===== src/rtl/sel3_ctl_pkg.sv =====
// Shared types and constants for the sel3 grant controller: FSM states,
// one-hot selector codes (source 0 drives A, the MSB) and source indices.
package sel3_pkg;

  typedef enum logic {
    IDLE = 1'b0,
    XFER = 1'b1
  } state_e;

  localparam logic [2:0] SEL_I0   = 3'b100;
  localparam logic [2:0] SEL_I1   = 3'b010;
  localparam logic [2:0] SEL_I2   = 3'b001;
  localparam logic [2:0] SEL_NONE = 3'b000;

  localparam logic [1:0] SRC0 = 2'd0;
  localparam logic [1:0] SRC1 = 2'd1;
  localparam logic [1:0] SRC2 = 2'd2;

  function automatic logic [2:0] src_sel(input logic [1:0] idx);
    case (idx)
      SRC0:    return SEL_I0;
      SRC1:    return SEL_I1;
      default: return SEL_I2;
    endcase
  endfunction

  function automatic logic [1:0] sel_idx(input logic [2:0] sel);
    case (sel)
      SEL_I0:  return SRC0;
      SEL_I1:  return SRC1;
      default: return SRC2;
    endcase
  endfunction

endpackage


===== src/rtl/sel3_ctl_if.sv =====
// Request/grant bundle between three sources, the selector and its consumer.
// master = grant controller, slave = the environment that requests and accepts beats.
interface sel3_ctl_if #(
  parameter int LEN_W = 4
);
  logic             REQ0;
  logic             REQ1;
  logic             REQ2;
  logic [LEN_W-1:0] LEN;
  logic             RDY;
  logic             A;
  logic             B;
  logic             C;
  logic             E;
  logic             LAST;
  logic             ABORT;

  modport master (
    input  REQ0, REQ1, REQ2, LEN, RDY,
    output A, B, C, E, LAST, ABORT
  );

  modport slave (
    output REQ0, REQ1, REQ2, LEN, RDY,
    input  A, B, C, E, LAST, ABORT
  );
endinterface


===== src/rtl/sel3_ctl_rr_pick3.sv =====
// Combinational three-way rotating-priority picker; zero latency, no backpressure.
// Search order starts just after the previous winner: last+1, last+2, last (mod 3).
module rr_pick3
  import sel3_pkg::*;
(
  input  logic [2:0] req_i,
  input  logic [1:0] last_i,
  output logic [2:0] gnt_o,
  output logic       vld_o
);

  logic [1:0] p0, p1, p2;

  always_comb begin
    p0 = SRC0;
    p1 = SRC1;
    p2 = SRC2;
    case (last_i)
      SRC0: begin
        p0 = SRC1;
        p1 = SRC2;
        p2 = SRC0;
      end
      SRC1: begin
        p0 = SRC2;
        p1 = SRC0;
        p2 = SRC1;
      end
      default: ;
    endcase

    gnt_o = SEL_NONE;
    if (req_i[p0])      gnt_o = src_sel(p0);
    else if (req_i[p1]) gnt_o = src_sel(p1);
    else if (req_i[p2]) gnt_o = src_sel(p2);
  end

  assign vld_o = |req_i;

endmodule


===== src/rtl/sel3_ctl.sv =====
// Round-robin burst grant controller driving selector A/B/C/E; 1-cycle grant latency, no bubble
// between bursts, RDY=0 freezes the burst. Macro SEL3_CTL_TIMEOUT_EN adds a stall-abort path.
module sel3_ctl
  import sel3_pkg::*;
#(
  parameter int LEN_W   = 4
`ifdef SEL3_CTL_TIMEOUT_EN
  ,
  parameter int TIMEOUT = 15
`endif
) (
  input  logic       CLK,
  input  logic       RST_N,
  sel3_ctl_if.master bus
);

  state_e           state_q;
  logic [2:0]       gnt_q;
  logic [1:0]       last_gnt_q;
  logic [LEN_W-1:0] cnt_q;
  logic [LEN_W-1:0] len_q;

  logic [2:0] pick_gnt;
  logic       pick_vld;
  logic       e_w;
  logic       last_w;
  logic       abort_now;
  logic       arb_pt;

  rr_pick3 u_pick (
    .req_i  ({bus.REQ2, bus.REQ1, bus.REQ0}),
    .last_i (last_gnt_q),
    .gnt_o  (pick_gnt),
    .vld_o  (pick_vld)
  );

  assign e_w    = |gnt_q;
  assign last_w = e_w && (cnt_q == len_q);

  // A timeout abort re-arbitrates on the same edge, exactly like a final beat.
  assign arb_pt = (state_q == IDLE)
               || ((state_q == XFER) && bus.RDY && last_w)
               || abort_now;

  always_ff @(posedge CLK) begin
    if (!RST_N) begin
      state_q    <= IDLE;
      gnt_q      <= SEL_NONE;
      last_gnt_q <= SRC2;
      cnt_q      <= '0;
      len_q      <= '0;
    end else if (arb_pt) begin
      if (pick_vld) begin
        state_q    <= XFER;
        gnt_q      <= pick_gnt;
        last_gnt_q <= sel_idx(pick_gnt);
        len_q      <= bus.LEN;
        cnt_q      <= '0;
      end else begin
        state_q <= IDLE;
        gnt_q   <= SEL_NONE;
      end
    end else if ((state_q == XFER) && bus.RDY) begin
      cnt_q <= cnt_q + LEN_W'(1);
    end
  end

`ifdef SEL3_CTL_TIMEOUT_EN
  localparam int STALL_W = $clog2(TIMEOUT + 1);

  logic [STALL_W-1:0] stall_q;
  logic               abort_q;

  // stall_q holds the stalls already seen, so the current cycle is stall number stall_q+1.
  assign abort_now = (state_q == XFER) && !bus.RDY
                  && (stall_q == STALL_W'(TIMEOUT - 1));

  always_ff @(posedge CLK) begin
    if (!RST_N) begin
      stall_q <= '0;
      abort_q <= 1'b0;
    end else begin
      abort_q <= abort_now;
      if (arb_pt || bus.RDY)     stall_q <= '0;
      else if (state_q == XFER)  stall_q <= stall_q + STALL_W'(1);
    end
  end

  assign bus.ABORT = abort_q;
`else
  assign abort_now = 1'b0;
  assign bus.ABORT = 1'b0;
`endif

  assign bus.A    = gnt_q[2];
  assign bus.B    = gnt_q[1];
  assign bus.C    = gnt_q[0];
  assign bus.E    = e_w;
  assign bus.LAST = last_w;

endmodule


===== src/flat_wrapper.sv =====
// flat-port wrapper written by rule: the top's interface ports become plain ports
module sel3_ctl_flat import sel3_pkg::*;
#(
  parameter int LEN_W   = 4

)
  (CLK, RST_N, bus_REQ0, bus_REQ1, bus_REQ2, bus_LEN, bus_RDY, bus_A, bus_B, bus_C, bus_E, bus_LAST, bus_ABORT);
  sel3_ctl_if #(.LEN_W(LEN_W)) bus_i ();
  input  logic CLK;
  input  logic RST_N;
  input wire logic [$bits(bus_i.REQ0)-1:0] bus_REQ0;
  input wire logic [$bits(bus_i.REQ1)-1:0] bus_REQ1;
  input wire logic [$bits(bus_i.REQ2)-1:0] bus_REQ2;
  input wire logic [$bits(bus_i.LEN)-1:0] bus_LEN;
  input wire logic [$bits(bus_i.RDY)-1:0] bus_RDY;
  output wire logic [$bits(bus_i.A)-1:0] bus_A;
  output wire logic [$bits(bus_i.B)-1:0] bus_B;
  output wire logic [$bits(bus_i.C)-1:0] bus_C;
  output wire logic [$bits(bus_i.E)-1:0] bus_E;
  output wire logic [$bits(bus_i.LAST)-1:0] bus_LAST;
  output wire logic [$bits(bus_i.ABORT)-1:0] bus_ABORT;
  assign bus_i.REQ0 = bus_REQ0;
  assign bus_i.REQ1 = bus_REQ1;
  assign bus_i.REQ2 = bus_REQ2;
  assign bus_i.LEN = bus_LEN;
  assign bus_i.RDY = bus_RDY;
  assign bus_A = bus_i.A;
  assign bus_B = bus_i.B;
  assign bus_C = bus_i.C;
  assign bus_E = bus_i.E;
  assign bus_LAST = bus_i.LAST;
  assign bus_ABORT = bus_i.ABORT;
  sel3_ctl #(.LEN_W(LEN_W)) u_core (.CLK(CLK), .RST_N(RST_N), .bus(bus_i));
endmodule

===== config.mk =====
export PLATFORM = sky130hd
export DESIGN_NAME = sel3_ctl_flat
export DESIGN_NICKNAME = d
export VERILOG_FILES = /design/src/rtl/sel3_ctl_pkg.sv /design/src/rtl/sel3_ctl_if.sv /design/src/rtl/sel3_ctl_rr_pick3.sv /design/src/rtl/sel3_ctl.sv /design/src/flat_wrapper.sv
export SDC_FILE = /design/constraint.sdc
export NUM_CORES = 1
export LEC_CHECK = 0
export ABC_AREA = 0
export ABC_CLOCK_PERIOD_IN_PS = 1560
export CELL_PAD_IN_SITES_DETAIL_PLACEMENT = 1
export CELL_PAD_IN_SITES_GLOBAL_PLACEMENT = 1
export CORE_UTILIZATION = 34
export DETAILED_ROUTE_END_ITERATION = 10
export MAX_ROUTING_LAYER = met4
export PLACE_DENSITY_LB_ADDON = 0.15
export SYNTH_ARGS = -nofsm -noshare
export SYNTH_HDL_FRONTEND = slang
export SYNTH_HIERARCHICAL = 1
export SYNTH_SLANG_ARGS = --single-unit
export TNS_END_PERCENT = 100

===== constraint.sdc =====
create_clock -name CLK -period 1.56 [get_ports CLK]
set_input_delay 0.312 -clock CLK [delete_from_list [all_inputs] [get_ports CLK]]
set_output_delay 0.312 -clock CLK [all_outputs]
set_load 0.02 [all_outputs]

==> impl_results.md <==
* Synthesized area per cell at 9.03 um2
* Slew Viols, Final at 0
* First-pass iteration count of the detailed router at 4
* Cell with the largest stage delay on the worst path: sky130_fd_sc_hd__or4b_1
* Number of placement rows at 18
* Sequential share of the synthesized area at 31.0%
* Post-Synthesis Cells at 100
* H-tree depth reported by CTS at 1
* Worst vdd rail ir drop at 0.717 mV
* Final standard cell utilization of the core at 55.8%
* Endpoint kind of the worst setup timing path: flip-flop
* Critical Path Max Stage Delay at 0.53 ns
* Number of warnings issued by yosys at 6
* Number of failing hold endpoints at the final stage at 0
* RSZ-0062 raised after global routing: yes
* Register-to-register setup slack at -0.13 ns
* Max-capacitance violation count at 0
* Min cycle time layout at 1.69 ns
* Last weighted congestion value of the routability-driven placer at 0.809
* Area grow syn2layout at 54.3%
* NumNets Final at 156
* Achievable Freq at 0.590 GHz
* Hold_buf cts at 0
* Required time at the worst-slack endpoint at 1.78 ns
* Wire length on met1 at 1110 um
* Number of synthesized flops with an enable pin at 0
* Share of async-settable or async-resettable flops after synthesis at 0%
* Reg2reg end: u_core/last_gnt_q[0]$_SDFFE_PN0P_
* Cell count of the worst reg-to-reg path at 4
* Post-detailed-route wirelength per cell at 15.6 um
* HPWL after detailed placement at 1980 um
* Cell type group with the largest total delay on the critical path: simple AND/OR/NAND/NOR gates
* Most common cell after layout, fill and taps aside: sky130_fd_sc_hd__buf_4
* Worst-case setup slack after placement at -0.560 ns
* Clock sink total at 14
* Number of failing setup endpoints in the final timing report at 2
* Worst setup skew after layout at 0.000951 ns
* Die Height at 53.5 um
* PortBufs at 14
* Synthesized flop and latch total at 14
* Number of top-level pins at 16
* Data arrival time of the critical path at 1.91 ns
* DRC violations left at 0
* Amount of wire on met2 after detailed routing at 1490 um
* Number of antenna violations at the first check in global routing at 0
* Leakage power at 0.627 nW
* Final Worst Setup Slack at -0.134 ns
* Type of the setup path with the least slack: flip-flop to flip-flop
* Worst setup path end: u_core/last_gnt_q[0]$_SDFFE_PN0P_
* Placeable core region at 2500 um2
* Number of clock buffers inserted by TritonCTS at 3
* Fill cell instance count of the final layout at 299
* Hold Path Cell Cnt at 2
* Vias per inst at 5.21
* Most frequent cells in the layout: sky130_fd_sc_hd__buf_4 (25), sky130_fd_sc_hd__nand2_1 (18), sky130_fd_sc_hd__mux2i_1 (9), sky130_fd_sc_hd__dfxtp_2 (8), sky130_fd_sc_hd__nand3_1 (7)
* Global routing usage summed across all routing layers at 21.5%
* Failing checks: setup timing
* Worst reg2reg path startpoint: u_core/last_gnt_q[1]$_SDFFE_PN1P_
* Number of buffers and inverters on the critical path at 0
* DR WL met3 at 73 um
* Source of the critical timing path: u_core/last_gnt_q[1]$_SDFFE_PN1P_
* Netlist Area Pre-Place at 903 um2
* Startpoint type of the worst setup path: flip-flop
* Post-synth top flop: sky130_fd_sc_hd__dfxtp_1
* Result of the run: complete, but fails checks
* Worst-path clk slew at 0.09 ns
* Number of vias after detailed routing at 906
* TritonCTS clock tree: done
* Die Outline Area at 2870 um2
* Layout cell share with drive strength beyond 1 at 44.4%
* First-pass GRT wire length at 4090 um
* Vias in the first global route at 912
* Max FO, Critical Path at 2
* Number of nets still failing antenna checks after routing at 0
* Unique cell type count in the Yosys netlist at 41
* Clk root buf: sky130_fd_sc_hd__clkbuf_4
* Largest net degree at the start of global routing at 16
* Starting density of the core at 36.1%
* Sequence of cells on the critical path: or3b_4, and3b_1, or4b_1, mux2i_1
* Skew-Pair Late Insertion Delay at 0.29 ns
* Syn Nets at 111
* Iteration-0 DRC count of the detailed router at 8
* Final WL at 2710 um
* Max layer used: met4
* Fin Hold WS at 0.491 ns
* Cell area power density at 742 nW/um2
* Final antenna diode count at 0
* Final critical-path share of the clock period at 109%
* Residual overflow from global routing at 0
* Hold crit path type: flip-flop to flip-flop
* Stages on worst setup path at 4
* DIE WIDTH at 53.5 um
* Maximum count of clock buffers along a single path at 2
[cell type report]
| class | count | area, um2 | share of cell area [%] |
|---|---|---|---|
| well taps | 30 | 37.5 | 2.69 |
| clock buffers | 4 | 36.3 | 2.60 |
| multi-input cells | 77 | 618 | 44.3 |
| inverters | 4 | 17.5 | 1.26 |
| flip-flops and latches | 14 | 290 | 20.8 |
| repair buffers | 45 | 394 | 28.3 |
[Yosys cell counts (all sizes together) (2+ instances only)]
library cell,number,area [um2]
dfxtp,14,280
or3,4,31.3
nand2,19,73.8
mux2i,9,90.1
nor2b,2,12.5
o21ai,2,13.8
xnor2,5,85.1
clkbuf,4,15.0
o32ai,2,36.3
inv,4,15.0
nand3,8,52.6
a21oi,4,20.0
nor2,3,11.3
[metal layers]
layer	track usage, %	vias to the layer above
li1	-	449
met1	22.0	440
met2	40.0	13
met3	3.39	4
met4	9.21	0
met5	-	-
[kinds of logic (layout without fill, tap and decap cells)]
family                     count (synthesis)  in the layout  share of synthesized area (%)
muxes                                      9              9                           9.97
AOI/OAI and AO/OA                         16             16                           15.4
adders and majority gates                  1              1                           1.38
and+or+nand+nor                           45             45                           28.3
buffers and inverters                      9             53                           4.15
other                                      1              1                          0.415
DFF                                       14             14                           31.0
xor gates and xnor gates                   5              5                           9.42
[worst register-to-register path, cell delays in order (launching register included)]
cell	delay, ns
sky130_fd_sc_hd__dfxtp_2	0.33
sky130_fd_sc_hd__or3b_4	0.39
sky130_fd_sc_hd__and3b_1	0.21
sky130_fd_sc_hd__or4b_1	0.54
sky130_fd_sc_hd__mux2i_1	0.16
[worst min path at each step]
stage | startpoint | to | slack (ns)
floorplan | u_core/last_gnt_q[0]$_SDFFE_PN0P_ | u_core/last_gnt_q[0]$_SDFFE_PN0P_ | 0.44
global placement | u_core/last_gnt_q[0]$_SDFFE_PN0P_ | u_core/last_gnt_q[0]$_SDFFE_PN0P_ | 0.46
detailed placement | u_core/last_gnt_q[0]$_SDFFE_PN0P_ | u_core/last_gnt_q[0]$_SDFFE_PN0P_ | 0.49
CTS | u_core/last_gnt_q[0]$_SDFFE_PN0P_ | u_core/last_gnt_q[0]$_SDFFE_PN0P_ | 0.49
global route | u_core/last_gnt_q[0]$_SDFFE_PN0P_ | u_core/last_gnt_q[0]$_SDFFE_PN0P_ | 0.52
finish | u_core/last_gnt_q[0]$_SDFFE_PN0P_ | u_core/last_gnt_q[0]$_SDFFE_PN0P_ | 0.49
[sequential cells by signal, indices dropped and copies added (netlist names)]
register	count
u_core/cnt_q	4
u_core/len_q	4
u_core/gnt_q	3
u_core/last_gnt_q	2
u_core/state_q	1
[where the power goes]
part           switching (mW)  total [mW]  internal [mW]
Sequential             0.0258       0.408          0.382
Clock                   0.130       0.272          0.142
Combinational           0.162       0.354          0.191
Total                   0.318        1.03          0.716
[metrics by stage]
| step | TNS [ns] | power (mW) | std cells | area (um2) |
|---|---|---|---|---|
| after detailed placement | -5.05 | 0.716 | 162 | 1230 |
| after global routing | -0.323 | 1.10 | 174 | 1390 |
| after CTS | -0.129 | 0.995 | 170 | 1300 |
| after floorplan | 0 | 0.577 | 100 | 903 |
| after global placement | -4.38 | 0.704 | 162 | 1230 |
| final | -0.155 | 1.03 | 174 | 1390 |
[what timing repair did]
item | CTS | global route
buffers inserted | 4 | 4
gates resized for setup | 21 | 20
endpoints found under the setup margin | 15 | 9
pin swaps | 7 | 6
(Power assumes the default switching activity.)
==> patch 1: new RTL, same flow settings <==
`LEN_W` is set to 4 in 3 places; all go to 8.
--- a/src/rtl/sel3_ctl_if.sv
+++ b/src/rtl/sel3_ctl_if.sv
@@ -3,3 +3,3 @@
 interface sel3_ctl_if #(
-  parameter int LEN_W = 4
+  parameter int LEN_W = 8
 );
--- a/src/rtl/sel3_ctl.sv
+++ b/src/rtl/sel3_ctl.sv
@@ -5,3 +5,3 @@
 #(
-  parameter int LEN_W   = 4
+  parameter int LEN_W   = 8
 `ifdef SEL3_CTL_TIMEOUT_EN
--- a/src/flat_wrapper.sv
+++ b/src/flat_wrapper.sv
@@ -3,3 +3,3 @@
 #(
-  parameter int LEN_W   = 4
+  parameter int LEN_W   = 8
 
Ports: changed (resized bus_LEN); port bits go from 16 to 20. No check against the original RTL was run, so the function may have changed too.
==> patch 1 against the unedited design <==
- the run still ends with setup timing left
- wire length up 47%
- global-route usage is 3.9 points higher
- power grew 33%
- count of clock-buffer cells in the layout stayed put
- area after synthesis grew 31%
- sequential cell count is 8 higher
- setup slack lost 0.11 ns
- cell count increased by 38%
- first-iteration DRC count grew to 3.5 times the old value
- design area up 37%
- highest routed layer unchanged
==> patch 1: results (changes against the unedited design) <==
INFO  metric outcome = finished with violations (unchanged)
INFO  metric violations = setup timing (unchanged)
INFO  metric nNetsFinal = 210 (was 156)
INFO  metric post_synth_most_frequent_cells = 22 x sky130_fd_sc_hd__dfxtp_1, 19 x sky130_fd_sc_hd__a21oi_1, 14 x sky130_fd_sc_hd__nand3_1, 14 x sky130_fd_sc_hd__o21ai_0, 9 x sky130_fd_sc_hd__xnor2_1 (was 18 x sky130_fd_sc_hd__nand2_1, 14 x sky130_fd_sc_hd__dfxtp_1, 9 x sky130_fd_sc_hd__mux2i_1)
INFO  metric wl = 3980 um (was 2710 um)
INFO  metric dp_cells = 233 (was 162)
INFO  metric synthesis.nets = 154 (was 111)
INFO  metric post_dp_cell_area = 0.00167 mm^2 (was 0.00123 mm^2)
INFO  metric path_clk_slew = 0.13 ns (was 0.09 ns)
INFO  metric clkLatencyLatePin = 0.31 ns (was 0.29 ns)
INFO  metric setup_viol = 24 (was 2)
INFO  metric worstPathArrival = 2.01 ns (was 1.91 ns)
INFO  metric largestRegisters = u_core/cnt_q (8), u_core/len_q (8), u_core/gnt_q (3) (was u_core/cnt_q (4), u_core/len_q (4), u_core/gnt_q (3))
INFO  metric cell_count_after_synthesis = 139 (was 100)
INFO  metric cpMaxStageDelayCell = sky130_fd_sc_hd__or3_4 (was sky130_fd_sc_hd__or4b_1)
INFO  metric hpwl = 2840 um (was 1980 um)
INFO  metric setup_slack = -0.241 ns (was -0.134 ns)
INFO  metric place_congestion = 0.805 (was 0.809)
INFO  metric seq_area_frac_synth = 37.3% (was 31.0%)
INFO  metric netlist_area_pre_place = 0.00118 mm^2 (was 903 um^2)
INFO  metric grt_pass1_wl = 6520 um (was 4090 um)
INFO  metric post_synth_num_cell_types = 44 (was 41)
INFO  metric drive_above_1_share = 44.8% (was 44.4%)
INFO  metric drt_iter0_drc = 28 (was 8)
INFO  metric global_route.usage.total = 25.4% (was 21.5%)
INFO  metric final_cell_count_no_fill = 240 (was 174)
INFO  metric fin_worst_skew = 0.00394 ns (was 0.000951 ns)
INFO  metric crit_path_max_fanout = 12 (was 2)
INFO  metric setup_total_negative_slack = -3.81 ns (was -0.155 ns)
INFO  metric maximum_number_of_pins_on_one_net_before_global_route_repair = 15 (was 16)
INFO  metric portBuffers = 18 (was 14)
INFO  metric p_int = 984 uW (was 716 uW)
INFO  metric vias = 1,256 (was 906)
INFO  metric critical-path-max-stage-delay = 0.39 ns (was 0.53 ns)
INFO  metric leakage = 0.000736 uW (was 0.000627 uW)
INFO  metric grt_pass1_vias = 1,372 (was 912)
INFO  metric irDropWorstVdd = 0.391 mV (was 0.717 mV)
==> patch 1: cell types whose count changed after synthesis, moves of 7 or more <==
cell	delta
sky130_fd_sc_hd__xnor2_1	+8
sky130_fd_sc_hd__o21ai_0	+13
sky130_fd_sc_hd__a21oi_1	+15
sky130_fd_sc_hd__nand2_1	-10
sky130_fd_sc_hd__nand3_1	+7
sky130_fd_sc_hd__mux2i_1	-9
sky130_fd_sc_hd__dfxtp_1	+8
==> patch 1: final timing paths <==
check	from	end	slack, ns	cells past startpoint
min reg2reg	u_core/len_q[4]$_SDFFE_PN0P_	u_core/len_q[4]$_SDFFE_PN0P_	0.50	2
max reg2reg	u_core/gnt_q[2]$_SDFFE_PN0P_	u_core/cnt_q[6]$_SDFFE_PN0P_	-0.24	6
min	u_core/len_q[4]$_SDFFE_PN0P_	u_core/len_q[4]$_SDFFE_PN0P_	0.50	2
max	u_core/gnt_q[2]$_SDFFE_PN0P_	u_core/cnt_q[6]$_SDFFE_PN0P_	-0.24	6
==> patch 1: cell type report <==
class	instances	area, um^2
Sequential cell	22	464
Inverter	4	15.0
Timing Repair Buffer	59	520
Multi-Input combinational cell	105	807
Tap cell	46	57.6
Clock buffer	4	47.5
Fill cell	403	1430
==> patch 1: timing repair <==
| action | in CTS | in global routing |
|---|---|---|
| pin swaps | 8 | 4 |
| hold endpoints to repair | 0 | 0 |
| setup endpoints to repair | 27 | 24 |
| buffers inserted | 2 | 1 |
| gates resized for setup | 46 | 17 |
==> patch 1: worst max-delay path, delay by kind of cell (launching register included) <==
family / cells / cell delay (ns)
DFF: 1 / 0.34
and+or+nand+nor: 3 / 0.54
buffers and inverters: 1 / 0.18
AOI/OAI and AO/OA: 2 / 0.64
==> patch 1: cells by family (layout without fill, tap and decap cells) <==
group / count (synthesis) / count (layout) / share of synthesized area [%]
simple gates: 48 / 48 / 24.8
compound gates: 46 / 46 / 24.8
flops: 22 / 22 / 37.3
buf+inv: 12 / 67 / 4.98
xor+xnor: 9 / 9 / 6.68
fa+ha+maj: 1 / 1 / 1.06
other cells: 1 / 1 / 0.318
==> patch 1: power groups by stage <==
stage               Sequential (uW)  Clock [uW]  Combinational (uW)
floorplan                       623           0                 155
global placement                618           0                 307
detailed placement              621           0                 320
CTS                             613         397                 358
global route                    618         410                 410
finish                          614         379                 381
==> patch 1: per-layer routing <==
metal  global-route usage (%)  routed length, um
met1                     30.0               1730
met2                     45.5               2140
met3                     2.56                 58
met4                     6.82                 49
met5                        -                  0
==> patch 1: metrics by stage <==
step	util [%]	total power (uW)	setup WS (ns)	hold WS, ns
floorplan	-	778	-0.141	0.388
global placement	50.1	925	-0.318	0.471
detailed placement	50.1	941	-0.433	0.484
CTS	55.2	1370	-0.229	0.500
global route	57.3	1440	-0.289	0.535
finish	57.3	1370	-0.241	0.503
==> patch 2: new RTL, same settings <==
Made on the original files. The option `SEL3_CTL_TIMEOUT_EN` is turned on by a define.
--- a/src/rtl/sel3_ctl.sv
+++ b/src/rtl/sel3_ctl.sv
@@ -2,2 +2,4 @@
 // between bursts, RDY=0 freezes the burst. Macro SEL3_CTL_TIMEOUT_EN adds a stall-abort path.
+`define SEL3_CTL_TIMEOUT_EN
+
 module sel3_ctl
Behaviour: same outputs for any inputs over 10 cycles, from zero or initial values and one cycle with RST_N low; that may be too few to reach the edited logic, so the function may still have changed.
==> patch 2 against the unedited design <==
- the run ends with DRC, setup timing left
- design area increased by 16%
- sequential cell count increased by 5
- area after synthesis increased by 16%
- setup slack got worse by 0.025 ns
- core utilization increased by 1.3 points
- wire length increased by 19%
- first-iteration DRC count increased by 130%
- combinational power increased by 13%
- fmax decreased by 1.5%
- power increased by 16%
- critical path depth unchanged
- die area increased by 15%
- critical endpoint unchanged
- largest cell class unchanged
==> patch 2: results (changes against the unedited design) <==
INFO  metric outcome = finished with violations (unchanged)
INFO  metric violations = DRC, setup timing (was setup timing)
INFO  metric post_synth_num_cell_types = 39 (was 41)
INFO  metric post_synth_most_frequent_cells = 19 x sky130_fd_sc_hd__dfxtp_1, 16 x sky130_fd_sc_hd__nand2_1, 9 x sky130_fd_sc_hd__mux2i_1 (was 18 x sky130_fd_sc_hd__nand2_1, 14 x sky130_fd_sc_hd__dfxtp_1, 9 x sky130_fd_sc_hd__mux2i_1)
INFO  metric seq_area_frac_synth = 36.4% (was 31.0%)
INFO  metric drc = 1 (was 0)
INFO  metric nNetsFinal = 184 (was 156)
INFO  metric worstPathArrival = 1.96 ns (was 1.91 ns)
INFO  metric setup_slack = -0.159 ns (was -0.134 ns)
INFO  metric clkLatencyLatePin = 0.31 ns (was 0.29 ns)
INFO  metric maximum_number_of_pins_on_one_net_before_global_route_repair = 11 (was 16)
INFO  metric avgRoutedWirePerCell = 16.1 um (was 15.6 um)
INFO  metric pre_cts_ws = -0.626 ns (was -0.560 ns)
INFO  metric leakage = 0.000732 uW (was 0.000627 uW)
INFO  metric fin_worst_skew = 0.0102 ns (was 0.000951 ns)
INFO  metric place_congestion = 0.758 (was 0.809)
INFO  metric portBuffers = 15 (was 14)
INFO  metric grt_pass1_vias = 1,096 (was 912)
INFO  metric path_clk_slew = 0.12 ns (was 0.09 ns)
INFO  metric irDropWorstVdd = 0.477 mV (was 0.717 mV)
INFO  metric routed_via_density = 5.33 (was 5.21)
INFO  metric drt_iter0_drc = 18 (was 8)
INFO  metric netlist_top_cells_area = sky130_fd_sc_hd__dfxtp_1 36%, sky130_fd_sc_hd__mux2i_1 8.6%, sky130_fd_sc_hd__nand2_1 5.7% (was sky130_fd_sc_hd__dfxtp_1 31%, sky130_fd_sc_hd__mux2i_1 10%, sky130_fd_sc_hd__nand2_1 7.5%)
INFO  metric setup_viol = 10 (was 2)
INFO  metric critical-path-max-stage-delay = 0.51 ns (was 0.53 ns)
patch 2: cell count changes after synthesis, moves of 3 or more:
cell                      before  now
sky130_fd_sc_hd__dfxtp_1      14   19
sky130_fd_sc_hd__nor2_1        3    7
sky130_fd_sc_hd__xnor2_2       3    0
sky130_fd_sc_hd__xor2_1        0    4
patch 2: logic make-up after synthesis:
group	synth area share, %
AOI/OAI and AO/OA	14.4
muxes	8.61
and+or+nand+nor	26.9
adders and majority gates	3.59
DFF	36.4
xor gates and xnor gates	5.86
buffers and inverters	4.31
patch 2: worst paths after layout:
kind	from	to	slack, ns	cells after the start
hold reg to reg	u_core/len_q[2]$_SDFFE_PN0P_	u_core/len_q[2]$_SDFFE_PN0P_	0.48	2
setup / recovery	u_core/last_gnt_q[0]$_SDFFE_PN0P_	u_core/last_gnt_q[0]$_SDFFE_PN0P_	-0.16	4
setup reg to reg	u_core/last_gnt_q[0]$_SDFFE_PN0P_	u_core/last_gnt_q[0]$_SDFFE_PN0P_	-0.16	4
hold / removal	u_core/len_q[2]$_SDFFE_PN0P_	u_core/len_q[2]$_SDFFE_PN0P_	0.48	2
patch 2: per-stage QoR:
stage	setup TNS (ns)	util (%)	cells	cell area, um^2
6_report	-0.826	57.1	201	1620
5_1_grt	-1.17	57.1	201	1620
4_1_cts	-0.727	54.6	201	1540
3_5_place_dp	-7.90	52.5	196	1490
3_3_place_gp	-6.93	52.5	196	1490
2_1_floorplan	-0.739	-	118	1050
patch 2: cell type report:
cell class / count / area (um^2)
Timing Repair Buffer: 53 / 442
Clock buffer: 4 / 26.3
Inverter: 3 / 11.3
Tap cell: 31 / 38.8
Sequential cell: 19 / 388
Multi-Input combinational cell: 91 / 709
Fill cell: 334 / 1210
patch 2: critical path, delay by kind of cell (launching register included):
| family | cells | cell delay [ns] |
|---|---|---|
| DFF | 1 | 0.34 |
| muxes | 1 | 0.17 |
| and+or+nand+nor | 3 | 1.13 |
patch 2: power breakdown:
group / switching [uW] / internal, uW
Clock: 169 / 99.9
Sequential: 19.6 / 512
Combinational: 182 / 216
patch 2: routing by layer:
metal | up-vias | routed length, um | global-route usage [%]
met2 | 14 | 1660 | 35.0
met4 | 0 | 39 | 9.06
met3 | 4 | 62 | 2.95
li1 | 527 | - | -
met1 | 526 | 1470 | 24.6
met5 | - | 0 | -
patch 2: what timing repair did:
item / in CTS / in global routing
buffers inserted: 1 / 0
setup endpoints to repair: 21 / 20
resized for setup: 28 / 15
hold buffers: 0 / 0
pin swaps: 8 / 2
hold endpoints to repair: 0 / 0
